==> src/rtl/wr_ingress_ctrl.sv <==
// Write-domain ingress of the async FIFO: 2-entry skid buffer, read-pointer synchronizer,
// fill level and almost-full flag. Define WR_SYNC3_EN for a 3-flop read-pointer synchronizer.
module wr_ingress_ctrl #(
    parameter int ADDR_WIDTH   = 5,
    parameter int DATA_WIDTH   = 8,
    parameter int AFULL_MARGIN = 4
) (
    input  logic                  CLK_WRITE,
    input  logic                  WR_RST,
    input  logic                  in_valid,
    input  logic [DATA_WIDTH-1:0] in_data,
    output logic                  in_ready,
    input  logic [ADDR_WIDTH:0]   rptr_R,
    output logic [ADDR_WIDTH:0]   rptr_R_SYN,
    input  logic [ADDR_WIDTH:0]   ADDR_WR,
    input  logic                  FULL_FLAG,
    output logic                  WR_EN,
    output logic [DATA_WIDTH-1:0] WR_DATA,
    output logic [ADDR_WIDTH:0]   WR_LEVEL,
    output logic                  ALMOST_FULL
);

    localparam int PTR_W = ADDR_WIDTH + 1;
    localparam int DEPTH = 1 << ADDR_WIDTH;
    localparam logic [PTR_W-1:0] AFULL_THRESH = PTR_W'(DEPTH - AFULL_MARGIN);

    typedef enum logic [1:0] {
        ST_EMPTY = 2'd0,
        ST_ONE   = 2'd1,
        ST_TWO   = 2'd2
    } skid_state_e;

    skid_state_e           state_q, state_d;
    logic [DATA_WIDTH-1:0] main_data_q, main_data_d;
    logic [DATA_WIDTH-1:0] skid_data_q, skid_data_d;
    logic                  in_ready_q, in_ready_d;

    logic [PTR_W-1:0]      sync1_q, sync1_d;
    logic [PTR_W-1:0]      sync2_q, sync2_d;
`ifdef WR_SYNC3_EN
    logic [PTR_W-1:0]      sync3_q, sync3_d;
`endif
    logic [PTR_W-1:0]      level_q, level_d;
    logic                  afull_q, afull_d;

    logic                  main_valid;
    logic                  accept;
    logic                  drain;
    logic [PTR_W-1:0]      rptr_syn;
    logic [PTR_W-1:0]      rbin;

    function automatic logic [PTR_W-1:0] gray2bin(input logic [PTR_W-1:0] g);
        logic [PTR_W-1:0] b;
        b[PTR_W-1] = g[PTR_W-1];
        for (int i = PTR_W - 2; i >= 0; i--) begin
            b[i] = b[i+1] ^ g[i];
        end
        return b;
    endfunction

    assign main_valid = (state_q != ST_EMPTY);
    assign accept     = in_valid & in_ready_q;
    // The write strobe is gated by FULL_FLAG here, so every pulse is a committed write.
    assign drain      = main_valid & ~FULL_FLAG;

    always_comb begin
        state_d     = state_q;
        main_data_d = main_data_q;
        skid_data_d = skid_data_q;
        unique case (state_q)
            ST_EMPTY: begin
                if (accept) begin
                    state_d     = ST_ONE;
                    main_data_d = in_data;
                end
            end
            ST_ONE: begin
                if (accept && drain) begin
                    main_data_d = in_data;
                end else if (accept) begin
                    state_d     = ST_TWO;
                    skid_data_d = in_data;
                end else if (drain) begin
                    state_d = ST_EMPTY;
                end
            end
            ST_TWO: begin
                if (drain) begin
                    state_d     = ST_ONE;
                    main_data_d = skid_data_q;
                end
            end
            default: begin
                state_d = ST_EMPTY;
            end
        endcase
        in_ready_d = (state_d != ST_TWO);
    end

    always_ff @(posedge CLK_WRITE or negedge WR_RST) begin
        if (!WR_RST) begin
            state_q     <= ST_EMPTY;
            main_data_q <= '0;
            skid_data_q <= '0;
            in_ready_q  <= 1'b0;
        end else begin
            state_q     <= state_d;
            main_data_q <= main_data_d;
            skid_data_q <= skid_data_d;
            in_ready_q  <= in_ready_d;
        end
    end

    // All pointer bits are sampled together; Gray coding limits skew to a single bit.
    always_comb begin
        sync1_d = rptr_R;
        sync2_d = sync1_q;
`ifdef WR_SYNC3_EN
        sync3_d  = sync2_q;
        rptr_syn = sync3_q;
`else
        rptr_syn = sync2_q;
`endif
        rbin    = gray2bin(rptr_syn);
        level_d = ADDR_WR - rbin;
        afull_d = (level_d >= AFULL_THRESH);
    end

    always_ff @(posedge CLK_WRITE or negedge WR_RST) begin
        if (!WR_RST) begin
            sync1_q <= '0;
            sync2_q <= '0;
`ifdef WR_SYNC3_EN
            sync3_q <= '0;
`endif
            level_q <= '0;
            afull_q <= 1'b0;
        end else begin
            sync1_q <= sync1_d;
            sync2_q <= sync2_d;
`ifdef WR_SYNC3_EN
            sync3_q <= sync3_d;
`endif
            level_q <= level_d;
            afull_q <= afull_d;
        end
    end

    assign in_ready    = in_ready_q;
    assign WR_EN       = drain;
    assign WR_DATA     = main_data_q;
    assign rptr_R_SYN  = rptr_syn;
    assign WR_LEVEL    = level_q;
    assign ALMOST_FULL = afull_q;

endmodule

==> config.mk <==
export PLATFORM = sky130hd
export DESIGN_NAME = wr_ingress_ctrl
export DESIGN_NICKNAME = d
export VERILOG_FILES = /design/src/rtl/wr_ingress_ctrl.sv
export SDC_FILE = /design/constraint.sdc
export NUM_CORES = 1
export LEC_CHECK = 0
export ABC_AREA = 1
export CAP_MARGIN = 20
export CORE_UTILIZATION = 35
export CTS_CLUSTER_DIAMETER = 200
export CTS_CLUSTER_SIZE = 25
export DETAILED_ROUTE_END_ITERATION = 10
export PLACE_DENSITY = 0.71
export SYNTH_ARGS = -nofsm -noshare
export SYNTH_HDL_FRONTEND = slang
export SYNTH_SLANG_ARGS = --single-unit
==> constraint.sdc <==
create_clock -name CLK_WRITE -period 2.5 [get_ports CLK_WRITE]
set_input_delay 0.25 -clock CLK_WRITE [delete_from_list [all_inputs] [get_ports CLK_WRITE]]
set_output_delay 0.25 -clock CLK_WRITE [all_outputs]
set_load 0.05 [all_outputs]
Yosys cells after proc, flatten, opt, wreduce, memory -nomap -nowiden

Cells that the tools add are included.

Memories: 0
Bits in latches: 0
Register bits: 38
Word-level logic and storage cells: 41
Memory bits (writable): 0
Input bits: 24
Bits in read-only memories: 0

Equality and inequality tests: 6
Multiplexer cells: 10
Div/mod/pow operators: 0
Magnitude comparators: 1
Add/sub/neg operators: 1
Multiply operators: 0
Shifts and indexed selects: 0
Bitwise logic cells: 9
Reduce and logical (&&, ||, !) cells: 6

Operators with widths:

| kind                                                                   | number |
|---|---|
| 8-bit 2-to-1 mux                                                       | 3 |
| 8-bit one-hot mux with 3 select lines                                  | 1 |
| 2-bit 2-to-1 mux                                                       | 5 |
| 2-bit inequality test (second input constant)                          | 4 |
| 6-bit by 5-bit >= comparator with 1-bit output (second input constant) | 1 |
| 2-bit one-hot mux with 3 select lines                                  | 1 |
| 6-bit subtractor                                                       | 1 |
| 1-bit bitwise XOR                                                      | 5 |
| 4-bit AND reduction                                                    | 1 |
| 3-bit AND reduction                                                    | 1 |
| 3-bit nonzero test                                                     | 1 |
| 1-bit bitwise AND                                                      | 2 |
| 2-bit by 1-bit equality test with 1-bit output (second input constant) | 1 |
| 2-bit equality test (second input constant)                            | 1 |
| 2-bit zero test                                                        | 1 |
| 1-bit inverter                                                         | 2 |
| 2-bit nonzero test                                                     | 1 |
| 1-bit logical AND                                                      | 1 |

Logic depth before layout (Yosys ltp)

Gate-level depths: netlist (run 1).

Depth after elaboration: 7
Mapped depth: 16
Depth with buffers taken out: 16

Least setup slack after synthesis (run 1)

No wires, ideal clock.

Path type: register to register
From: register sync2_q[5], in the netlist rptr_R_SYN[5]
To: register afull_q, in the netlist ALMOST_FULL
Arrival time: 2.516 ns
Setup time: 0.065 ns
Clock period less this slack: 2.581 ns
Slack: -0.081 ns
Stages on the path, launching flop included: 17
Data required time: 2.435 ns
Path through: dfrtp_1 inv_1 nand2_1 nand3_1 nand2_1 nand2_1 nand2_1 nand2_1 nand3_1 nand2_1 ha_1 fa_1 nand3b_1 nand2_1 xor2_1 nand3_1 nand2_1

Word-level cells in the longest chain between the ends: 7

RTL lines:

| item                                               | line | RTL |
|---|---|---|
| start, declared                                    | 39   | `logic [PTR_W-1:0] sync2_q, sync2_d;` |
| start signal, assigned                             | 140  | `sync2_q <= sync2_d;` |
| 1-bit bitwise XOR (*)                              | 56   | `b[i] = b[i+1] ^ g[i];` |
| 1-bit bitwise XOR (4 in series)                    | 56   |  |
| 6-bit subtractor (*)                               | 125  | `level_d = ADDR_WR - rbin;` |
| net level_d[4]                                     | 43   | `logic [PTR_W-1:0] level_q, level_d;` |
| 6-bit by 5-bit >= comparator with 1-bit output (*) | 126  | `afull_d = (level_d >= AFULL_THRESH);` |
| net afull_d                                        | 44   | `logic afull_q, afull_d;` |
| end signal, assigned                               | 145  | `afull_q <= afull_d;` |
| end, declared                                      | 44   |  |

The timed path passes the listed nets; every way through them passes the cells marked *.
A chain may end at the register's enable or synchronous reset.

Final worst setup path (run 1)

Ends and elaborated chain as after synthesis.

==> results.md, run 1 <==
* WS Path Type: register to register
* Final period utilization at 0.9237
* Synth top area share at 0.5732
* Cells after synthesis at 170
* Die height at 70.85 µm
* Drt pass-1 iters at 6
* Root buffer cell: clkbuf_8
* Area of the multi-input gates at roughly 630 µm²
* Routed vias at between 1000 and 1500
* Die X at approximately 71 µm
* Vias per inst at around 4.6
* Net count after synthesis at 200
* YS warnings at 0
* Gr ovfl total at 0
* # clock sinks at 38
* Max clock buf depth at 2
* ANT nets after route at 0
* Number of synthesized register bits at 38
* Critical Path RT at 2.73 ns
* Routed WL at a little over 3000 µm
* Skew final at 0.003237 ns
* Worst Max-Slew Pin Slew at 0.8235 ns
* Worst-Skew Late Latency at 0.29 ns
* Util after Layout at 0.5236
* Area Growth Syn to Fin at 40.27%
* Pin count of the biggest net entering global routing at 39
* Post-synthesis compound-gate area fraction at 0.07089
* Antenna violations before repair at 0
* Final WS setup at 0.1908 ns
* Rel. slew slack at 0.4510
* PD cells at 1110 mW/mm²
* Post-Synth Adder-Cell Area at 0.04977
* Placement row count at 24
* Antenna Cells at 0
* GRT Overall Usage at 0.1324
* CTS tree: yes
* Layout filler cell count at 422
* CTS buffer count at 5
* Cell taking the most area after synthesis: dfrtp_1
* Startpoint types: register
* Peak supply drop at 507.4 µV
* Crit path arrival time at 2.54 ns
* First-pass GRT wire length at 5106 µm
* Dpl ws at roughly 0.14 ns
* Ranking of synthesized cells by area: dfrtp_1 57%, nand2_1 14%, ha_1 3.8%
* Async SR Flop Fraction at 1.000
* Core Area at 0.004444 mm²
* Most common cell in the netlist: nand2_1
* Max-Cap Viols at 0
* Layout cells sized above 1 at 0.1205
* LEAKAGE at 1.102 nW
* DRT iter0 DRCs at 67
* Post-synth design cell area at 0.001659 mm²
* CP max FO at 5
* Vias in the first global route at approximately 1200
* Status: finished clean
* Final Hold Violating Endpoints at 0
* Fmax at 0.4331 GHz
* Post-synth EDFFs at 0
* Hold Buf Count CTS at 0
* Mux contribution to synthesized area at 0
* GPL Wtd Cong at between 0.7 and 0.8
* Initial Util at 0.3733
* Sequential fraction of the synthesis area at 0.5732
* Avg Inst Size Synth at 9.759 µm²
* Clock transition at path regs at 0.07 ns
* Dpl hpwl at ~2200 µm
* Top FF cell, synth: dfrtp_1
* Worst Setup End Kind: register
* Synth Area in Simple Gates at 0.2300
* CTS H-tree depth at 2
* Nets at around 250
* Final Max Slew Viols at 0
* Port Buffers at 46
* Register area at 953.4 µm²
* DIE AREA at 0.005020 mm²
* Total power at 0.002582 W
* Post-synthesis xor/xnor area fraction at 0.02112
* Setup TNS at 0 ns
* Post-DR wirelength/cell at roughly 11 µm
* I/O pin count at 47
* Main combinational cell family by area after synthesis: simple AND/OR/NAND/NOR gates
* Hold Crit Class: input pin to asynchronous set/reset pin
* Final setup vio count at 0
* Netlist cell types at 24
* Number of DRC violations after detailed routing at 0
* Most frequent cells after synthesis: 61 x nand2_1, 38 x dfrtp_1, 14 x inv_1, 10 x nand3_1, 9 x nor2_1
* Final min period at 2.309 ns
## state kept, by name, summed over array words and instances (netlist names)
register	count
state_q	2
rptr_R_SYN	6
skid_data_q	8
WR_DATA	8
sync1_q	6
in_ready	1
WR_LEVEL	6
ALMOST_FULL	1
## power by group
group	internal, W	switching, W
logic	0.000359	0.000672
registers	0.000794	0.000114
clock network	0.000426	0.000218
total	0.00158	0.00100
## layer usage
metal  up-vias  GRT usage  share of wire
met4         0    0.06000          0.018
met1       576     0.1616           0.44
li1        648          -              -
met5         -          0              0
met3         6    0.03846          0.036
met2        26     0.2179           0.51
## critical path, cell delays in order (launching register included)
cell and delay (ns):
dfrtp_2 0.43, inv_1 0.08, nand2_1 0.07, nand3_1 0.10, nand2_1 0.08, nand2_1 0.11
nand3_1 0.10, nand3_1 0.09, nand2_1 0.05, ha_1 0.20, fa_2 0.36, nand3b_1 0.16
nand2_1 0.08, xor2_1 0.18, nand3_1 0.10, nand2_1 0.06
## worst paths after layout
kind | slack (ns) | cells after the start | endpoint | from
hold / removal | 0.06 | 1 | rptr_R_SYN[5] | WR_RST
setup / recovery | 0.19 | 15 | ALMOST_FULL | rptr_R_SYN[5]
setup reg to reg | 0.19 | 15 | ALMOST_FULL | rptr_R_SYN[5]
max in group asynchronous | 1.88 | 1 | rptr_R_SYN[4] | WR_RST
min in group CLK_WRITE | 0.35 | 0 | rptr_R_SYN[5] | sync1_q[5]
hold reg to reg | 0.35 | 0 | rptr_R_SYN[5] | sync1_q[5]
## metrics by stage
stage | instances | hold WS [ns] | instance area [µm²]
6_report | 276 | 0.05801 | 2327
2_1_floorplan | 170 | -0.04559 | 1662
5_1_grt | 276 | 0.1145 | 2327
3_3_place_gp | 266 | 0.3331 | 2160
3_5_place_dp | 266 | 0.3355 | 2160
4_1_cts | 274 | 0.08399 | 2302
## area by class of cell
type	count	area share
inverters	17	0.02957
well taps	52	0.02796
multi-input cells	113	0.2694
clock buffers	6	0.03548
clock inverters	2	0.02581
repair buffers	48	0.2022
flip-flops and latches	38	0.4097
## cells in the final DEF, fill, tap and decap left out, types with 2 or more instances in the layout
| master | instances |
|---|---|
| nand2_1 | 60 |
| xor2_1 | 3 |
| ha_1 | 5 |
| nand2_2 | 2 |
| inv_4 | 2 |
| a31oi_2 | 2 |
| inv_1 | 14 |
| dfrtp_2 | 2 |
| clkbuf_8 | 6 |
| dfrtp_1 | 36 |
| nor2_2 | 2 |
| buf_4 | 2 |
| nand3_1 | 9 |
| clkdlybuf4s50_1 | 45 |
| a21oi_1 | 4 |
| bufinv_16 | 2 |
| nor2_1 | 9 |
| o21ai_0 | 2 |
| a31oi_1 | 6 |
## logic make-up after synthesis
logic type                 after synthesis
AOI/OAI and AO/OA                       16
DFF                                     38
and+or+nand+nor                         87
adders and majority gates                6
xor gates and xnor gates                 4
buffers and inverters                   19
## repair_timing
item,CTS,global route
resized for setup,0,3
endpoints found under the setup margin,0,1
buffers inserted,0,2
Note: power is estimated with default switching activity, not from simulation.
==> run 2: changes to the inputs <==
- CTS_CLUSTER_SIZE: 25 -> 40
- TNS_END_PERCENT: unset -> 30
==> results of run 2 <==
Final layout, timing and power as in run 1 (identical DEF).
